## src/rtl/text_console_writer.sv

```systemverilog
// rtl/text_console_writer.sv - byte-stream writer for the 32x32 text buffer
// Optional scrolling with per-row clear is enabled by defining TEXT_CONSOLE_SCROLL_EN.
module text_console_writer #(
    parameter logic [7:0] FILL_CHAR      = 8'h20,
    parameter bit         CLEAR_ON_RESET = 1'b1
) (
    input  logic       i_pix_clk,
    input  logic       i_reset_n,
    input  logic       i_char_valid,
    input  logic [7:0] i_char,
    output logic       o_char_ready,
    output logic       o_wr_en,
    output logic [9:0] o_wr_addr,
    output logic [7:0] o_wr_data,
    output logic [4:0] o_cursor_col,
    output logic [4:0] o_cursor_row,
    output logic [4:0] o_scroll_row,
    output logic       o_busy
);

    typedef enum logic [1:0] {
        IDLE,
        CLEAR
`ifdef TEXT_CONSOLE_SCROLL_EN
        , ROW_CLEAR
`endif
    } state_t;

    state_t     state, state_n;
    logic [4:0] col, col_n;
    logic [4:0] row, row_n;
    logic [9:0] cnt, cnt_n;
    logic       wr_en_n;
    logic [9:0] wr_addr_n;
    logic [7:0] wr_data_n;
    logic       advance;
`ifdef TEXT_CONSOLE_SCROLL_EN
    logic       full, full_n;
`endif

    always_ff @(posedge i_pix_clk or negedge i_reset_n) begin
        if (!i_reset_n) begin
            state     <= CLEAR_ON_RESET ? CLEAR : IDLE;
            col       <= 5'd0;
            row       <= 5'd0;
            cnt       <= 10'd0;
            o_wr_en   <= 1'b0;
            o_wr_addr <= 10'd0;
            o_wr_data <= 8'd0;
`ifdef TEXT_CONSOLE_SCROLL_EN
            full      <= 1'b0;
`endif
        end else begin
            state     <= state_n;
            col       <= col_n;
            row       <= row_n;
            cnt       <= cnt_n;
            o_wr_en   <= wr_en_n;
            o_wr_addr <= wr_addr_n;
            o_wr_data <= wr_data_n;
`ifdef TEXT_CONSOLE_SCROLL_EN
            full      <= full_n;
`endif
        end
    end

    always_comb begin
        state_n   = state;
        col_n     = col;
        row_n     = row;
        cnt_n     = cnt;
        wr_en_n   = 1'b0;
        wr_addr_n = o_wr_addr;
        wr_data_n = o_wr_data;
        advance   = 1'b0;
`ifdef TEXT_CONSOLE_SCROLL_EN
        full_n    = full;
`endif
        case (state)
            IDLE: begin
                if (i_char_valid) begin
                    if (i_char >= 8'h20 && i_char <= 8'h7E) begin
                        wr_en_n   = 1'b1;
                        wr_addr_n = {row, col};
                        wr_data_n = i_char;
                        col_n     = col + 5'd1;
                        advance   = (col == 5'd31);
                    end else begin
                        case (i_char)
                            8'h0D: col_n = 5'd0;
                            8'h0A: advance = 1'b1;
                            8'h08: begin
                                if (col != 5'd0) begin
                                    col_n     = col - 5'd1;
                                    wr_en_n   = 1'b1;
                                    wr_addr_n = {row, col - 5'd1};
                                    wr_data_n = FILL_CHAR;
                                end
                            end
                            8'h0C: begin
                                state_n = CLEAR;
                                cnt_n   = 10'd0;
                            end
                            default: ;
                        endcase
                    end
                end
            end
            CLEAR: begin
                wr_en_n   = 1'b1;
                wr_addr_n = cnt;
                wr_data_n = FILL_CHAR;
                cnt_n     = cnt + 10'd1;
                if (cnt == 10'd1023) begin
                    state_n = IDLE;
                    col_n   = 5'd0;
                    row_n   = 5'd0;
`ifdef TEXT_CONSOLE_SCROLL_EN
                    full_n  = 1'b0;
`endif
                end
            end
`ifdef TEXT_CONSOLE_SCROLL_EN
            ROW_CLEAR: begin
                wr_en_n   = 1'b1;
                wr_addr_n = {row, cnt[4:0]};
                wr_data_n = FILL_CHAR;
                cnt_n     = cnt + 10'd1;
                if (cnt[4:0] == 5'd31) state_n = IDLE;
            end
`endif
            default: state_n = IDLE;
        endcase

        // Row advance wraps 31->0; with scrolling the new row is wiped first.
        if (advance) begin
            row_n = row + 5'd1;
`ifdef TEXT_CONSOLE_SCROLL_EN
            if (row == 5'd31) full_n = 1'b1;
            state_n = ROW_CLEAR;
            cnt_n   = 10'd0;
`endif
        end
    end

    assign o_char_ready = (state == IDLE);
    assign o_busy       = (state != IDLE);
    assign o_cursor_col = col;
    assign o_cursor_row = row;
`ifdef TEXT_CONSOLE_SCROLL_EN
    assign o_scroll_row = full ? row + 5'd1 : 5'd0;
`else
    assign o_scroll_row = 5'd0;
`endif

endmodule

```

## config.mk

```make
export PLATFORM = sky130hd
export DESIGN_NAME = text_console_writer
export DESIGN_NICKNAME = d
export VERILOG_FILES = /design/src/rtl/text_console_writer.sv
export SDC_FILE = /design/constraint.sdc
export NUM_CORES = 1
export LEC_CHECK = 0
export BUFFER_PORTS_ARGS = -buffer_cell sky130_fd_sc_hd__buf_2
export CAP_MARGIN = 20
export CORE_UTILIZATION = 40
export CTS_CLUSTER_DIAMETER = 150
export CTS_CLUSTER_SIZE = 40
export DETAILED_ROUTE_END_ITERATION = 7
export HOLD_SLACK_MARGIN = 0.03
export PLACE_DENSITY = 0.69
export SYNTH_ARGS = -nofsm -noshare
export SYNTH_HDL_FRONTEND = slang
export SYNTH_SLANG_ARGS = --single-unit
```

## constraint.sdc

```tcl
create_clock -name i_pix_clk -period 1.9 [get_ports i_pix_clk]
set_input_delay 0.19 -clock i_pix_clk [delete_from_list [all_inputs] [get_ports i_pix_clk]]
set_output_delay 0.19 -clock i_pix_clk [all_outputs]
set_load 0.05 [all_outputs]
```

# Yosys cells after proc, flatten, opt, wreduce, memory -nomap -nowiden
# Cells that the tools add are included.
dict set report classes {
  n_div 0
  add_sub_neg 4
  eq_ne 15
  bitwise_logic 0
  mul 0
  mux 36
  magnitude_cmp 2
  reduce_logical 12
  n_shift 0
}
# op count
set ops {}
lappend ops {{two-way mux 10 bit} 7}
lappend ops {{case mux 10 bit (2 select lines)} 2}
lappend ops {{equality test 8 x 4 -> 1 bit, second input constant} 4}
lappend ops {{two-way mux 8 bit} 4}
lappend ops {{two-way mux 5 bit} 6}
lappend ops {{case mux 5 bit (2 select lines)} 2}
lappend ops {{case mux 8 bit (2 select lines)} 1}
lappend ops {{AND reduction 4 bit} 3}
lappend ops {{adder 10 x 1 -> 10 bit, second input constant} 1}
lappend ops {{adder 5 x 1 -> 5 bit, second input constant} 2}
lappend ops {{equality test 10 bit, second input constant} 1}
lappend ops {{>= comparator 8 x 6 -> 1 bit, second input constant} 1}
lappend ops {{less-or-equal comparator 8 x 7 -> 1 bit, second input constant} 1}
lappend ops {{two-way mux 1 bit} 8}
lappend ops {{two-way mux 2 bit} 4}
lappend ops {{nonzero test 2 bit} 4}
lappend ops {{inequality test 2 bit, second input constant} 3}
lappend ops {{inequality test 3 x 1 -> 1 bit, second input constant} 2}
lappend ops {{equality test 5 bit, second input constant} 1}
lappend ops {{AND reduction 5 bit} 1}
lappend ops {{nonzero test 5 bit} 1}
lappend ops {{subtractor 5 x 1 -> 5 bit, second input constant} 1}
lappend ops {{inequality test 4 x 1 -> 1 bit, second input constant} 1}
lappend ops {{inequality test 4 bit, second input constant} 1}
lappend ops {{7 further kinds} 7}
dict set report totals {
  word_cells 76
  mem_count 0
  romBits 0
  regBits 41
  latch_bits 0
  ram_bits 0
}

# Longest topological paths before layout
# Gate-level depths: netlist of run 1.
dict set report depth {
  ltp_word 7
  depth_mapped 8
}

# Worst setup path after synthesis of run 1
# Ideal clock, no wire load.
dict set report synth_timing {
  kind {register to register}
  start {reg col[0] (netlist: o_cursor_col[0])}
  end {reg col[3] (netlist: o_cursor_col[3])}
  setup_time_ns 0.069
  synth_period_minus_slack_ns 2.514
  arrival_time_ns 2.445
  n_path_buf 1
  t_required_ns 1.831
  stages_incl_launch_ff 9
  setup_slack_ns -0.614
  cell_sequence {dfrtp_1 inv_1 ha_1 nor4b_1 nand3b_1 a32o_1 buf_6 or4_1 nand3_1}
}
dict set report synth_between {
  elab_chain_cells 6
}
# element line_no
set synth_lines {}
lappend synth_lines {{start: declaration} 30} ;# logic [4:0] col, col_n;
lappend synth_lines {{start signal: assignment} 55} ;# col <= col_n;
lappend synth_lines {{subtractor 5 x 1 -> 5 bit} 94} ;# col_n = col - 5'd1;
lappend synth_lines {{two-way mux 5 bit} 93} ;# if (col != 5'd0) begin
lappend synth_lines {{case mux 5 bit (2 select lines)} 89} ;# case (i_char)
lappend synth_lines {{two-way mux 5 bit} 82} ;# if (i_char >= 8'h20 && i_char <= 8'h7E) begin
lappend synth_lines {{two-way mux 5 bit} 81} ;# if (i_char_valid) begin
lappend synth_lines {{case mux 5 bit (2 select lines)} 79} ;# case (state)
# Parallel ways exist; a longest one is shown, timed or not. The select of a mux whose other input is x is not followed.
# A chain may end at the register's enable or synchronous reset.

# Worst setup path after layout of run 1
dict set report layout_timing {
  start {reg state[0]}
  end {reg col[3] (netlist: o_cursor_col[3])}
}
dict set report layout_between {
  elab_chain_cells 3
}
# element line_no
set layout_lines {}
lappend layout_lines {{start: declaration} 29} ;# state_t state, state_n;
lappend layout_lines {{start signal: assignment} 43} ;# state <= CLEAR_ON_RESET ? CLEAR : IDLE;
lappend layout_lines {{start signal: assignment} 54} ;# state <= state_n;
lappend layout_lines {{logical NOT 2 bit / equality test 2 x 1 -> 1 bit (equally long branches)} 79}
lappend layout_lines {{inequality test 4 x 1 -> 1 bit (no source line) (tied with other cells)} n/a}
lappend layout_lines {{AND reduction 5 bit (no source line)} n/a}
# Parallel ways exist; a longest one is shown, timed or not.

==> results of run 1 <==
per-layer routing:
metal | wire length (um) | GRT usage [%]
met1 | 2502 | 24.72
met2 | 2775 | 33.60
met5 | 0 | 0
met4 | 95 | 6.923
met3 | 254 | 3.234
cell families (layout without fill, tap and decap cells):
group | count (synthesis) | after routing
adders and majority gates | 5 | 5
xor gates and xnor gates | 10 | 10
and+or+nand+nor | 95 | 95
DFF | 40 | 40
AOI/OAI and AO/OA | 53 | 54
muxes | 7 | 7
buffers and inverters | 23 | 94
other | 1 | 5
where the power goes:
part	switching (uW)	leakage, uW	internal, uW	total [uW]
logic	661	0.000839	377	1040
registers	78.2	0.000521	962	1040
clock network	299	0.0000445	295	594
total	1040	0.00140	1630	2670
worst reg2reg max path: cells and delay by family, from the launching register on:
| family | cells | cell delay [ns] |
|---|---|---|
| AO/OA/AOI/OAI | 1 | 0.25 |
| flip-flops | 1 | 0.57 |
| AND/OR/NAND/NOR | 4 | 1.03 |
timing repair:
item                                    CTS  global route
hold endpoints to repair                 39             0
buffers inserted                          2             1
cloned                                    0             1
gates resized for setup                   5             6
endpoints found under the setup margin   17            23
hold buffers                              1             0
pin swaps                                 4             2
state kept, by name, summed over array words and instances (netlist names):
signal / cells
cnt: 10
o_cursor_col: 5
o_cursor_row: 5
o_wr_addr: 10
o_wr_data: 8
o_wr_en: 1
state: 1
per-stage QoR:
step                hold WS (ns)  std cells
floorplan                -0.1056        238
finish                    0.1950        380
global route              0.2082        380
CTS                       0.1826        378
detailed placement        0.2833        367
global placement          0.2842        367
worst paths after layout:
kind,depth (start not counted),slack (ns),startpoint,endpoint
worst max-delay path,5,-0.01,state[0],o_cursor_col[3]
worst min-delay path,3,0.20,i_char[2],o_wr_data[2]
worst max register to register,5,-0.01,state[0],o_cursor_col[3]
worst min register to register,2,0.52,o_wr_data[0],o_wr_data[0]
max in group asynchronous,3,1.04,i_reset_n,o_cursor_col[1]
min in group asynchronous,3,0.48,i_reset_n,o_cursor_col[4]
final cells by class:
| type | count | area (sq um) |
|---|---|---|
| clock buffer | 7 | 86.33 |
| clock inverter | 1 | 7.507 |
| fill | 499 | 2336 |
| inverter | 5 | 18.77 |
| multi-input combinational | 176 | 1167 |
| sequential | 40 | 1006 |
| tap | 70 | 87.58 |
| timing repair buffer | 81 | 528.0 |
placed cells by master (no fill, tap or decap), types with 4 or more instances in the layout:
master / count
o21ai_0: 11
buf_2: 41
nand2_1: 24
mux2i_1: 7
nor2_1: 18
conb_1: 5
nand3_1: 18
nor4_1: 4
xnor2_1: 8
nor3_1: 4
buf_4: 36
clkbuf_8: 6
a21oi_1: 10
dfrtp_1: 36
o21ai_1: 5
==> key figures, run 1 <==
Status
  • Status: finished, violations left
  • Failing checks: negative setup slack

Synth
  • Post-synthesis adder-cell area fraction: 2.809%
  • Post-Synth XOR/XNOR Area: under 10%
  • Post-synth EDFFs: 0
  • Synth async-reset ratio: 100.0%
  • Post-synthesis mux area share: between 3 and 4%
  • Cells after synthesis: around 230
  • Synth area leaders: dfrtp_1, nand2_1, nand3_1
  • Post-synthesis simple-gate area fraction: between 20% and 30%
  • Yosys cell types: 53
  • Mapped cell area: 2227 sq um
  • Cell taking the most area after synthesis: dfrtp_1
  • Seq/Total Area, Yosys: ~45%
  • Synth warn: 0
  • Flops & latches, synth: 40
  • Most common cell in the synthesized netlist: dfrtp_1
  • Post-synth top area share: between 40% and 50%
  • Post-synthesis compound-gate area fraction: between 15 and 20%
  • Syn avg cell area: 9.518 sq um
  • Main combinational cell family by area after synthesis: simple AND/OR/NAND/NOR gates
  • Post-synth top flop: dfrtp_1
  • Commonest cells in the netlist: dfrtp_1, nand2_1, nand3_1, nor2_1, o21ai_0

Final layout
  • Final core occ: a little under three fifths
  • Post-Layout Inst Area: between 2000 and 3000 sq um
  • Nets: 325
  • Antenna Cells: 0
  • Share of layout cells above drive strength 1: a little over a third
  • Area grow syn2layout: 30.28%

STA
  • RSZ-0062 raised after global routing: yes
  • Final setup violation count: 1
  • Final Hold Vio Count: 0
  • Worst Tran Pin Value: 0.6128 ns
  • Final worst-path cycle share: 100.5%
  • Count of pins over their slew limit: 0
  • Fmax: around 520 MHz
  • Fin Setup TNS: -0.01007 ns
  • Final Skew: roughly 0.0075 ns
  • Setup WS post-layout: -0.01007 ns
  • Relative slew slack: 59.01%
  • Crit path time final: 1.910 ns

Pwr
  • Peak VDD IR: roughly 0.35 mV
  • P_leak: between 0.001 and 0.0015 uW
  • Power Total: 2673 uW
  • Power per cell area: roughly 920 nW/um^2

Floorplan
  • Die area: between 5000 and 6000 sq um
  • Row Count: 26
  • I/O pin count: 47
  • Die Wd: 76.62 um
  • Initial Util: 42.52%
  • Die span in y: 76.62 um
  • Core ar.: 5238 sq um

Clock network
  • Root Buffer: clkbuf_8
  • Max clock buf depth: 2
  • Clock-pin transition on the worst setup and hold timing paths: roughly 0.080 ns
  • CTS tree: built
  • Clk Latency, worst-skew pair: about 0.29 ns
  • Clock sink count: 40
  • Num CTS Buffers: 5
  • Htree depth: 2

Setup path
  • Critical Path Sink Type: flop
  • Crit path DAT: about 2.1 ns
  • Max FO, Critical Path: 2
  • Slowest stage delay, CP: 0.57 ns
  • Worst endpoint required time: 2.13 ns
  • Cells along the critical path: nand2_2 > or4_4 > a32o_2 > or4_1 > nand3_1
  • Worst path top cell family by delay: simple AND/OR/NAND/NOR gates
  • CP max-delay cell: dfstp_2
  • WS Path Type: reg -> reg
  • CP bufs+invs: 0
  • Element type at the critical path start: flop

Global route
  • Vias in the first global route: between 1500 and 2000
  • Initial antenna violation count: 0
  • Total Routing Usage GR: about a fifth
  • Pin count of the biggest net entering global routing: approximately 40
  • Grt ovf: 0
  • First-pass GRT wire length: about 9100 um

Run
  • Max_cap viols: 0

Route
  • Post-DR wirelength/cell: 14.81 um
  • DRT iter0 DRCs: between 150 and 200
  • Routed wire length: between 5000 and 6000 um
  • Final ANT Viol Nets: 0
  • Vias: between 2000 and 2500
  • Post-route DRC violation count: 0
  • Drt pass-1 iters: 4
  • Routed vias/inst: 5.466

Place
  • Pre-CTS WS: -0.06508 ns
  • Hpwl dp: around 4000 um
  • # port buffers: 41
  • RePlAce Congestion: around 0.8
  • Post-place instance area: ~2700 sq um

Min path
  • Worst hold-check path type: in -> reg
No activity file was read; power rests on OpenSTA's default activity.
==> inputs of run 2 (changes only) <==
--- a/config.mk
+++ b/config.mk
@@ -7,7 +7,9 @@
 export LEC_CHECK = 0
 export BUFFER_PORTS_ARGS = -buffer_cell sky130_fd_sc_hd__buf_2
 export CAP_MARGIN = 20
+export CORE_ASPECT_RATIO = 0.9
 export CORE_UTILIZATION = 40
+export CTS_BUF_LIST = sky130_fd_sc_hd__clkbuf_8
 export CTS_CLUSTER_DIAMETER = 150
 export CTS_CLUSTER_SIZE = 40
 export DETAILED_ROUTE_END_ITERATION = 7
==> constraint.sdc (replaced) <==
create_clock -name i_pix_clk -period 1.6 [get_ports i_pix_clk]
set_input_delay 0.16 -clock i_pix_clk [delete_from_list [all_inputs] [get_ports i_pix_clk]]
set_output_delay 0.16 -clock i_pix_clk [all_outputs]
set_load 0.05 [all_outputs]
==> key figures, run 2 (synthesized netlist as in run 1, its figures left out) <==
Status
  • Status: finished, violations left
  • Failing checks: negative setup slack

Global route
  • Grt ovf: 0 (unchanged)
  • Initial antenna violation count: 0 (unchanged)
  • First-pass GRT wire length: 10920 um (+19%)
  • Pin count of the biggest net entering global routing: 19 (-54%)
  • Total Routing Usage GR: 24.98% (+5.4 points)
  • Vias in the first global route: 2191 (+11%)

Place
  • RePlAce Congestion: 0.8752 (+6.2%)
  • Post-place instance area: 2947 sq um (+7.7%)
  • Hpwl dp: 4409 um (+10%)
  • # port buffers: 41 (unchanged)

Final layout
  • Post-Layout Inst Area: 3546 sq um (+22%)
  • Share of layout cells above drive strength 1: 52.27% (+16 points)
  • Biggest regs: cnt: 10 flops, o_wr_addr: 10 flops, o_wr_data: 8 flops
  • Final core occ: 66.68% (+11 points)
  • Filler Cells Inserted: 413 (-17%)
  • Most frequent cells in the layout: buf_4, buf_2, dfrtp_1
  • Reg area: 1006 sq um (unchanged)
  • Area grow syn2layout: 59.21%
  • Most common cell after layout, fill and taps aside: buf_4
  • Nets: 367 (+13%)
  • Antenna Cells: 0 (unchanged)
  • Multi-input logic area: 1383 sq um (+18%)

Setup path
  • Max FO, Critical Path: 2 (unchanged)
  • Critical Path Sink Type: flop
  • Worst endpoint required time: 1.84 ns (-0.29 ns)
  • Element type at the critical path start: flop
  • WS Path Type: reg -> reg
  • Crit path DAT: 2.18 ns (+0.04 ns)

Min path
  • Worst hold-check path type: in -> reg

Pwr
  • Power per cell area: 1034 nW/um^2 (+12%)
  • P_leak: 0.001741 uW (+24%)
  • Power Total: 3668 uW (+37%)
  • Peak VDD IR: 0.6227 mV (+79%)

Route
  • DRT iter0 DRCs: 192 (+1.6%)
  • Drt pass-1 iters: 4 (unchanged)
  • Post-DR wirelength/cell: 16.82 um (+14%)
  • Routed wire length: 7048 um (+25%)
  • Vias: 2280 (+9.8%)
  • Post-route DRC violation count: 0 (unchanged)
  • Routed vias/inst: 5.442 (-0.44%)
  • Final ANT Viol Nets: 0 (unchanged)

Floorplan
  • Die span in y: 72.79 um (-5.0%)
  • Row Count: 25 (-3.8%)
  • Die Wd: 80.66 um (+5.3%)
  • Initial Util: 41.88% (-0.64 points)
  • Core ar.: 5318 sq um (+1.5%)
  • Die area: 5871 sq um (about the same)
  • I/O pin count: 47 (unchanged)

Run
  • Max_cap viols: 0 (unchanged)

STA
  • Fmax: 515.8 MHz (-1.5%)
  • Setup WS post-layout: -0.3386 ns (-0.3285 ns)
  • RSZ-0062 raised after global routing: yes
  • Final setup violation count: 34 (+33)
  • Final Skew: 0.005409 ns (-0.002058 ns)
  • Count of pins over their slew limit: 0 (unchanged)
  • Final Hold Vio Count: 0 (unchanged)
  • Relative slew slack: 62.95% (+3.9 points)
  • Crit path time final: 1.939 ns (+0.02854 ns)
  • Final worst-path cycle share: 121.2% (+21 points)
  • Worst Tran Pin Value: 0.5520 ns (-0.06084 ns)

Clock network
  • Clk Latency, worst-skew pair: 0.30 ns (about the same)
  • Clock sink count: 40 (unchanged)
  • Clock-pin transition on the worst setup and hold timing paths: 0.08 ns (about the same)
  • Htree depth: 2 (unchanged)
  • Root Buffer: clkbuf_8
  • Max clock buf depth: 2 (unchanged)
  • Num CTS Buffers: 5 (unchanged)
  • CTS tree: built
## run 2: area by class of cell
| cell class | instances | share of cell area (%) |
|---|---|---|
| Sequential cell | 40 | 28.37 |
| Multi-Input combinational cell | 176 | 38.99 |
| Inverter | 5 | 0.5293 |
| Timing Repair Buffer | 123 | 26.18 |
| Tap cell | 67 | 2.364 |
| Clock inverter | 1 | 0.8469 |
| Clock buffer | 7 | 2.717 |
## run 2: repair_timing
item | 4_1_cts | 5_1_grt
gates resized for setup | 45 | 33
hold buffers | 1 | 0
pin swaps | 15 | 12
endpoints found under the setup margin | 32 | 40
hold endpoints to repair | 16 | 0
setup buffers | 17 | 4
cloned | 2 | 0
## run 2: final timing paths
| path | from | endpoint | slack, ns | cells past startpoint |
|---|---|---|---|---|
| max in group asynchronous | i_reset_n | state[0] | 0.66 | 3 |
| min | i_char[3] | o_wr_data[3] | 0.25 | 4 |
| min reg2reg | o_wr_data[7] | o_wr_data[7] | 0.51 | 1 |
| min in group asynchronous | i_reset_n | o_cursor_col[3] | 0.34 | 2 |
| max reg2reg | state[0] | o_cursor_col[3] | -0.34 | 5 |
| max | state[0] | o_cursor_col[3] | -0.34 | 5 |
## run 2: where the power goes
group          internal, uW  switching [uW]  total, uW
Sequential             1140             107       1250
Combinational           600             897       1500
Clock                   551             370        921
Total                  2290            1370       3670
## run 2: per-stage QoR
stage	TNS, ns	cells	hold slack, ns	setup slack (ns)
3_5_place_dp	-6.688	388	0.1241	-0.3589
5_1_grt	-7.446	419	0.2557	-0.3754
4_1_cts	-4.628	415	0.2350	-0.3864
2_1_floorplan	-8.421	238	-0.1356	-0.5926
3_3_place_gp	-4.827	388	0.1188	-0.2602
6_report	-4.922	419	0.2461	-0.3386
## run 2: worst max-delay path, stage by stage (launching register included)
cell and delay [ns]:
dfstp_2 0.56, nand2_2 0.05, or4_4 0.48, a32o_2 0.25, or4_4 0.48, nand3_2 0.07
## run 2: per-layer routing
| layer | track usage, % | up-vias | wire [um] |
|---|---|---|---|
| li1 | - | 1080 | - |
| met1 | 31.45 | 1099 | 2996 |
| met5 | 0 | - | 0 |
| met2 | 41.90 | 85 | 3504 |
| met3 | 6.000 | 16 | 401 |
| met4 | 8.730 | 0 | 145 |
==> inputs of run 3 (changes only) <==
--- a/config.mk
+++ b/config.mk
@@ -5,7 +5,6 @@
 export SDC_FILE = /design/constraint.sdc
 export NUM_CORES = 1
 export LEC_CHECK = 0
-export BUFFER_PORTS_ARGS = -buffer_cell sky130_fd_sc_hd__buf_2
 export CAP_MARGIN = 20
 export CORE_ASPECT_RATIO = 0.9
 export CORE_UTILIZATION = 40
@@ -13,8 +12,9 @@
 export CTS_CLUSTER_DIAMETER = 150
 export CTS_CLUSTER_SIZE = 40
 export DETAILED_ROUTE_END_ITERATION = 7
+export DONT_BUFFER_PORTS = 1
 export HOLD_SLACK_MARGIN = 0.03
-export PLACE_DENSITY = 0.69
+export PLACE_DENSITY_LB_ADDON = 0.15
 export SYNTH_ARGS = -nofsm -noshare
 export SYNTH_HDL_FRONTEND = slang
 export SYNTH_SLANG_ARGS = --single-unit
==> key figures, run 3 (synthesized netlist as in run 1, its figures left out) <==
Setup path
  • Cells along the critical path: nand2_2 > or4_4 > a32o_2 > or4_1 > nand3_1
  • Worst endpoint required time: 1.83 ns (about the same)
  • Max FO, Critical Path: 2 (unchanged)
  • CP startpoint: state[0]
  • Element type at the critical path start: flop
  • WS Path Type: reg -> reg
  • Flop-to-flop setup slack: -0.27 ns (+0.07 ns)
  • Worst R2R Start: state[0]
  • Slowest stage delay, CP: 0.55 ns (about the same)
  • Worst R2R End: o_cursor_col[3]
  • R2r worst-path depth: 5 (unchanged)
  • CP max-delay cell: dfstp_2
  • Crit path DAT: 2.09 ns (-0.09 ns)
  • Critical Path Sink Type: flop
  • Worst Setup EP: o_cursor_col[3]

Final layout
  • Most frequent cells in the layout: buf_4, dfrtp_1, nand2_1
  • Share of layout cells above drive strength 1: 43.38% (-8.9 points)
  • Filler Cells Inserted: 429 (+3.9%)
  • Antenna Cells: 0 (unchanged)
  • Nets: 340 (-7.4%)
  • Area grow syn2layout: 51.74%
  • Post-route insts no fill: 392 (-6.4%)
  • Most common cell after layout, fill and taps aside: buf_4
  • Biggest regs: cnt: 10 flops, o_wr_addr: 10 flops, o_wr_data: 8 flops

STA
  • Relative slew slack: 57.64% (-5.3 points)
  • Fmax: 535.8 MHz (+3.9%)
  • Setup WS post-layout: -0.2662 ns (+0.07238 ns)
  • Count of pins over their slew limit: 0 (unchanged)
  • Fin Hold WS: 0.04999 ns (-0.1961 ns)
  • Crit path time final: 1.866 ns (-0.07238 ns)
  • Final Hold Vio Count: 0 (unchanged)
  • Worst Tran Pin Value: 0.6338 ns (+0.08179 ns)
  • Final worst-path cycle share: 116.6% (-4.5 points)
  • Final Skew: 0.006096 ns (+0.0006866 ns)
  • Final setup violation count: 28 (-18%)
  • RSZ-0062 raised after global routing: yes

Route
  • DRT iter0 DRCs: 113 (-41%)
  • Final ANT Viol Nets: 0 (unchanged)
  • Drt pass-1 iters: 4 (unchanged)
  • Post-route DRC violation count: 0 (unchanged)
  • Vias: 2100 (-7.9%)
  • Routed vias/inst: 5.357 (-1.6%)
  • Routed wire length: 6298 um (-11%)
  • Post-DR wirelength/cell: 16.07 um (-4.5%)

Pwr
  • Peak VDD IR: 0.6524 mV (+4.8%)
  • Power per cell area: 1024 nW/um^2 (-0.98%)
  • P_leak: 0.001529 uW (-12%)

Global route
  • Total Routing Usage GR: 22.15% (-2.8 points)
  • Initial antenna violation count: 0 (unchanged)
  • Vias in the first global route: 1985 (-9.4%)
  • Pin count of the biggest net entering global routing: 41 (+22)
  • First-pass GRT wire length: 9811 um (-10%)
  • Grt ovf: 0 (unchanged)

Clock network
  • Clk Latency, worst-skew pair: 0.29 ns (about the same)
  • Root Buffer: clkbuf_8
  • Num CTS Buffers: 5 (unchanged)
  • Max clock buf depth: 2 (unchanged)
  • Clock sink count: 40 (unchanged)
  • Htree depth: 2 (unchanged)
  • CTS tree: built
  • Clock-pin transition on the worst setup and hold timing paths: 0.08 ns (about the same)

Floorplan
  • Core ar.: 5318 sq um (unchanged)
  • Row Count: 25 (unchanged)
  • Die Wd: 80.66 um (unchanged)
  • Die span in y: 72.79 um (unchanged)
  • Initial Util: 41.88% (unchanged)
  • Die area: 5871 sq um (unchanged)
  • I/O pin count: 47 (unchanged)

Status
  • Status: finished, violations left
  • Failing checks: negative setup slack

Min path
  • Worst hold-check path type: in -> reg

Run
  • Max_cap viols: 0 (unchanged)

Place
  • Hpwl dp: 4146 um (-6.0%)
  • Placed Cells: 358 (-7.7%)
  • # port buffers: 0 (-100%)
  • RePlAce Congestion: 0.8560 (-2.2%)
==> run 3: changes by cell type in the layout (fill, tap and decap cells not counted), sizes merged <==
cell | before | now
a21bo | 2 | 1
a31oi | 2 | 3
buf | 122 | 82
clkbuf | 7 | 5
clkinv | 0 | 1
clkinvlp | 0 | 1
dlygate4sd3 | 1 | 14
==> run 3: worst min path at each step <==
stage	start	slack, ns	cells after the start	end
after floorplan	i_reset_n	-0.14	0	cnt[0]
after global placement	i_reset_n	-0.13	0	o_cursor_col[2]
after detailed placement	i_reset_n	-0.13	0	o_cursor_col[2]
after CTS	i_char[5]	0.05	2	o_wr_data[5]
after global routing	i_char[5]	0.05	2	o_wr_data[5]
final	i_char[5]	0.05	2	o_wr_data[5]
==> run 3: per-layer routing <==
layer / wire length (um) / vias to the layer above / global-route usage, %
li1: - / 1026 / -
met1: 2906 / 1018 / 29.64
met2: 3030 / 50 / 37.29
met3: 316 / 6 / 4.250
met4: 45 / 0 / 4.563
met5: 0 / - / 0
==> run 3: area by class of cell <==
type                    instances  area (sq um)  area share (%)
flip-flops and latches         40          1006           29.77
clock inverters                 3         42.54           1.259
repair buffers                 96         834.6           24.69
well taps                      67         83.83           2.481
clock buffers                   5         68.82           2.036
multi-input cells             176          1325           39.21
inverters                       5         18.77          0.5554
==> run 3: critical path, delay by kind of cell, from the launching register on <==
family / cells / cell delay [ns]
DFF: 1 / 0.55
AOI/OAI and AO/OA: 1 / 0.25
and+or+nand+nor: 4 / 1.00
==> run 3: stage by stage <==
stage / setup TNS [ns] / total power (uW) / area, sq um / worst slack, ns / util (%)
6_report: -4.096 / 3461 / 3379 / -0.2662 / 63.55
4_1_cts: -3.556 / 3435 / 3277 / -0.2754 / 61.62
3_3_place_gp: -5.102 / 2469 / 2836 / -0.2701 / 53.34
5_1_grt: -6.391 / 3650 / 3379 / -0.3260 / 63.55
2_1_floorplan: -8.421 / 2109 / 2349 / -0.5926 / -
3_5_place_dp: -5.702 / 2478 / 2836 / -0.3065 / 53.34
==> run 3: what timing repair did <==
item / 4_1_cts / 5_1_grt
gates resized for setup: 36 / 17
endpoints found under the setup margin: 37 / 38
setup buffers: 7 / 4
endpoints found under the hold margin: 47 / 0
hold buffers: 15 / 0
pin swaps: 11 / 7
gates cloned: 0 / 1
==> run 3: power by group <==
group	leakage [uW]	internal, uW	switching [uW]
Combinational	0.000954	570	753
Clock	0.0000541	462	369
Sequential	0.000521	1140	166
Total	0.00153	2170	1290
